**src/rtl/matrix_operand_loader_pkg.sv**
```systemverilog
// Shared constants, state encoding and size helper for the matrix operand loader.
package matrix_operand_loader_pkg;

  localparam int unsigned ELEM_W  = 8;
  localparam int unsigned MAX_DIM = 5;
  localparam int unsigned FLAT_W  = MAX_DIM * MAX_DIM * ELEM_W;
  localparam int unsigned MIN_DIM = 2;
  localparam int unsigned CNT_W   = 5;

  typedef enum logic [1:0] {
    StIdle,
    StLoad,
    StHold
  } state_e;

  // Number of elements in an n x n matrix; 0 flags an unsupported size.
  function automatic logic [CNT_W-1:0] elem_count(input logic [2:0] size);
    logic [CNT_W-1:0] n_el;
    case (size)
      3'd2:    n_el = 5'd4;
      3'd3:    n_el = 5'd9;
      3'd4:    n_el = 5'd16;
      3'd5:    n_el = 5'd25;
      default: n_el = 5'd0;
    endcase
    return n_el;
  endfunction

endpackage

```
**src/rtl/matrix_operand_loader.sv**
```systemverilog
// Packs a byte stream row-major into the flat determinant operand and holds it
// under a valid/ready handshake until the determinant stage takes it.
module matrix_operand_loader
  import matrix_operand_loader_pkg::*;
(
  input  logic              clock,
  input  logic              reset_n,
  input  logic              start,
  input  logic [2:0]        size_in,
  input  logic              abort,
  input  logic              in_valid,
  input  logic [ELEM_W-1:0] in_data,
  output logic              in_ready,
  output logic [FLAT_W-1:0] A_flat,
  output logic [2:0]        matrix_size,
  output logic              out_valid,
  input  logic              out_ready,
  output logic              size_error
);

  state_e            state_q, state_d;
  logic [CNT_W-1:0]  cnt_q;
  logic [FLAT_W-1:0] a_flat_q;
  logic [2:0]        size_q;
  logic              size_error_q;

  logic              size_legal;
  logic              last_elem;
  logic              accept;

  assign size_legal = (elem_count(size_in) != '0);
  assign last_elem  = (cnt_q == elem_count(size_q) - 5'd1);
  assign accept     = (state_q == StLoad) && in_valid;

  // State register.
  always_ff @(posedge clock or negedge reset_n) begin
    if (!reset_n) begin
      state_q <= StIdle;
    end else begin
      state_q <= state_d;
    end
  end

  // Next-state decode; abort overrides every other transition.
  always_comb begin
    state_d = state_q;
    if (abort) begin
      state_d = StIdle;
    end else begin
      unique case (state_q)
        StIdle: if (start && size_legal) state_d = StLoad;
        StLoad: if (in_valid && last_elem) state_d = StHold;
        StHold: if (out_ready) state_d = StIdle;
        default: state_d = StIdle;
      endcase
    end
  end

  // Outputs decoded straight from state so no input reaches them combinationally.
  always_comb begin
    in_ready  = (state_q == StLoad);
    out_valid = (state_q == StHold);
  end

  // Datapath: size latch, element counter, indexed byte writes, size error pulse.
  always_ff @(posedge clock or negedge reset_n) begin
    if (!reset_n) begin
      cnt_q        <= '0;
      a_flat_q     <= '0;
      size_q       <= '0;
      size_error_q <= 1'b0;
    end else if (abort) begin
      // Latched size survives an abort; the operand does not.
      cnt_q        <= '0;
      a_flat_q     <= '0;
      size_error_q <= 1'b0;
    end else begin
      size_error_q <= (state_q == StIdle) && start && !size_legal;
      if ((state_q == StIdle) && start && size_legal) begin
        size_q   <= size_in;
        a_flat_q <= '0;
        cnt_q    <= '0;
      end
      if (accept) begin
        for (int unsigned k = 0; k < MAX_DIM * MAX_DIM; k++) begin
          if (cnt_q == CNT_W'(k)) a_flat_q[k*ELEM_W +: ELEM_W] <= in_data;
        end
        // Return to 0 on the last element so the counter never passes 24.
        cnt_q <= last_elem ? '0 : cnt_q + 5'd1;
      end
    end
  end

  assign A_flat      = a_flat_q;
  assign matrix_size = size_q;
  assign size_error  = size_error_q;

endmodule

```
**config.mk**
```make
export PLATFORM = sky130hd
export DESIGN_NAME = matrix_operand_loader
export DESIGN_NICKNAME = d
export VERILOG_FILES = /design/src/rtl/matrix_operand_loader_pkg.sv /design/src/rtl/matrix_operand_loader.sv
export SDC_FILE = /design/constraint.sdc
export NUM_CORES = 1
export LEC_CHECK = 0
export BUFFER_PORTS_ARGS = -buffer_cell sky130_fd_sc_hd__buf_2
export CORE_MARGIN = 2
export CORE_UTILIZATION = 32
export CTS_BUF_LIST = sky130_fd_sc_hd__clkbuf_4 sky130_fd_sc_hd__clkbuf_8
export CTS_CLUSTER_SIZE = 16
export DETAILED_ROUTE_END_ITERATION = 16
export GPL_TIMING_DRIVEN = 0
export PLACE_DENSITY = 0.58
export SKIP_CTS_REPAIR_TIMING = 1
export SLEW_MARGIN = 10
export SYNTH_ARGS = -nofsm -noshare
export SYNTH_HDL_FRONTEND = slang
export SYNTH_SLANG_ARGS = --single-unit
```
**constraint.sdc**
```tcl
create_clock -name clock -period 3.47 [get_ports clock]
set_clock_uncertainty 0.1 [all_clocks]
set_input_delay 0.694 -clock clock [delete_from_list [all_inputs] [get_ports clock]]
set_output_delay 0.694 -clock clock [all_outputs]
set_load 0.05 [all_outputs]
```
==> impl_results.md <==
- Fmax: between 0.3 and 0.4 GHz
- # diodes: 0
- Critical Path Most Common Cell: nand2_1
- Mapped Cells: around 1000
- Hold Fails Final Rpt: 0
- Pre-antenna DRT Iters: 5
- CTS Buf Count: 38
- Largest net degree at the start of global routing: 103
- Violation count after the first detailed-route iteration: approximately 700
- Die area: roughly 30000 um^2
- Max Cap Viol: 0
- Setup crit start kind: flip-flop
- Grt total ovfl: 0
- Maximum net fanout on the critical path: 8
- Skew-Pair Late Insertion Delay: 0.53 ns
- Maximum vdd drop: around 0.00022 V
- Post-Place Cell Area: between 10000 and 15000 um^2
- Nets@finish: roughly 1300
- CP max stage delay: a little over 1 ns
- DR WL/cell: 20.04 um
- CP delay by family, top: simple AND/OR/NAND/NOR gates
- Rows: just over 60
- Number of synthesized flops with an enable pin: 0
- Design area: ~12000 um^2
- Vias: 8758
- Post-DRT Antenna Nets: 0
- Pwr dens: 459.4 nW/um^2
- Status: complete, no violations
- Crit path DAT: around 2.9 ns
- Crit path required time: ~3.8 ns
- Setup WS post-layout: between 0.8 and 0.9 ns
- Min Tclk post-route: ~2.6 ns
- Antenna violations before repair: 0
- Die Wd: approximately 170 um
- First-pass GRT wire length: ~51000 um
- HPWL after DPL: approximately 23000 um
- Clock tree sinks: 211
- Dpl ws: between 0.8 and 0.9 ns
- Reg clk slew, reported paths: ~0.060 ns
- Placer Congestion: between 0.8 and 0.9
- Yosys reg bits: about 210
- Drt drc: 0
- Share of layout cells above drive strength 1: 25.67%
- Mean Syn Cell Area: 9.052 um^2
- Height of the chip: roughly 170 um
- Routed wire length: 33770 um
- CP Capture Type: flip-flop
- Synth async-reset ratio: 100.0%
- PortBufs: around 210
- Starting Density: between 30 and 40%
- CP cell instances: inv_1, ha_1, nand2_1, nor3_1, nand2_1, a21oi_1
- Vias in the first global route: about 8400
- Hold Crit Class: in -> reg
- Synth cell types: 39
- Register area share after synthesis: roughly 57%
- Area delta synth->final: 25.52%
- Fin crit share: between 70% and 80%
- Fin. max-slew vios: 0
- Slowest CP cell: nor3_1
- Worst-margin pin slew: around 1.3 ns
- Clock buffer depth: 3
- Worst Path Buf+Inv: 1
- Tot GR Track Use: about 22%
- Warnings from Yosys: 0
- Worst Setup Path Type: reg -> reg
- CTS tree: done
- Rel. slew slack: 14.47%
- H-tree Lvls: 2
- Leak: roughly 5.5 nW
- IO Pins: approximately 220
- CORE AREA: 28630 um^2
- Root buf cell: clkbuf_8
- Setup violations, final: 0
- Synth Cell Area: roughly 9300 um^2
- Top_reg_cell synth: dfrtp_1
- RSZ-0062 raised after global routing: no
- Syn Nets: between 1000 and 1500
- Drt via density: approximately 5.2
==> worst paths after layout <==
path / cells past startpoint / start / slack [ns] / endpoint
min in group asynchronous: 2 / reset_n / 0.56 / A_flat[131]$_DFF_PN0_
max in group asynchronous: 3 / reset_n / 1.79 / A_flat[37]$_DFF_PN0_
worst max-delay path: 6 / cnt_q[0]$_DFFE_PN0P_ / 0.87 / A_flat[96]$_DFF_PN0_
worst min-delay path: 2 / size_in[0] / 0.32 / matrix_size[0]$_DFFE_PN0P_
worst min register to register: 2 / A_flat[84]$_DFF_PN0_ / 0.43 / A_flat[84]$_DFF_PN0_
worst max register to register: 6 / cnt_q[0]$_DFFE_PN0P_ / 0.87 / A_flat[96]$_DFF_PN0_
==> report_power, final <==
group / total (mW) / switching (mW) / leakage (nW) / internal [mW]
Sequential: 2.50 / 0.0205 / 2.94 / 2.48
Clock: 2.34 / 1.03 / 0.392 / 1.31
Combinational: 0.496 / 0.383 / 2.14 / 0.113
Total: 5.34 / 1.44 / 5.47 / 3.90
==> cells in the final DEF, fill, tap and decap left out, types with 2 or more instances in the layout <==
| cell | count |
|---|---|
| buf_2 | 255 |
| nand2_1 | 216 |
| dfrtp_1 | 211 |
| nand3_1 | 203 |
| a21oi_1 | 192 |
| clkbuf_8 | 45 |
| clkbuf_1 | 38 |
| nor2_1 | 32 |
| clkbuf_4 | 14 |
| a22oi_1 | 10 |
| and3_1 | 8 |
| ha_1 | 7 |
| nor2b_1 | 6 |
| inv_1 | 5 |
| nor3_2 | 5 |
| nor3_1 | 5 |
| xor2_1 | 4 |
| xnor2_1 | 4 |
| buf_4 | 3 |
| buf_1 | 3 |
| o21a_1 | 3 |
| a32oi_1 | 3 |
| and2_1 | 2 |
| nand3b_1 | 2 |
| a211oi_1 | 2 |
| nand2b_1 | 2 |
| buf_16 | 2 |
==> per-stage QoR <==
stage                     setup TNS, ns  total power [mW]  cells  utilization [%]  hold slack, ns
after floorplan                       0             2.831   1023                -          0.2984
after global placement          -462.20             3.026   1621            37.77          0.4062
after detailed placement              0             3.039   1623            38.00          0.4124
after CTS                             0             5.397   1684            40.57        -0.05384
after global routing                  0             5.547   1685            40.61          0.3152
final                                 0             5.339   1685            40.61          0.3216
==> synth_stat cells (2+ instances only) <==
cell / instances / area share (%)
nor3_2: 5 / 0.54
and2_1: 2 / 0.14
a21oi_1: 192 / 10
buf_4: 3 / 0.24
nand3b_1: 2 / 0.16
clkbuf_1: 38 / 1.5
nand2_1: 216 / 8.8
o21a_1: 3 / 0.24
nor2b_1: 6 / 0.41
nor3_1: 5 / 0.27
nor2_1: 32 / 1.3
nand3_1: 203 / 11
inv_1: 5 / 0.20
a32oi_1: 3 / 0.28
a22oi_1: 10 / 0.81
and3_1: 8 / 0.54
xnor2_1: 4 / 0.38
a211oi_1: 2 / 0.16
dfrtp_1: 211 / 57
buf_2: 42 / 2.3
buf_1: 3 / 0.12
nand2b_1: 2 / 0.14
ha_1: 7 / 0.95
xor2_1: 4 / 0.38
==> area by class of cell <==
class                   instances  area [um^2]
multi-input cells             721         3575
clock buffers                  59        724.4
fillers                      2962        17000
flip-flops and latches        211         5280
clock inverters                 2        12.51
inverters                       5        18.77
well taps                     384        480.5
plain buffers                  86        386.6
repair buffers                217         1146
==> routing by layer <==
layer / vias up / share of wire, % / global-route usage, %
li1: 4013 / - / -
met1: 4359 / 44 / 30.51
met2: 333 / 47 / 34.31
met3: 53 / 7.2 / 4.615
met4: 0 / 2.3 / 6.618
met5: - / 0 / 0
==> state kept, by name (all words and copies together) (netlist names) <==
register / flops
matrix_size: 3
size_error: 1
cnt_q: 5
A_flat: 200
state_q: 2
==> cell families after synthesis <==
kind of cell,count (synthesis),share of synthesized area (%)
DFF,211,57.02
xor gates and xnor gates,8,0.7566
and+or+nand+nor,491,24.56
AOI/OAI and AO/OA,214,12.21
adders and majority gates,7,0.9458
muxes,1,0.1216
buffers and inverters,91,4.378
(Power assumes the default switching activity.)
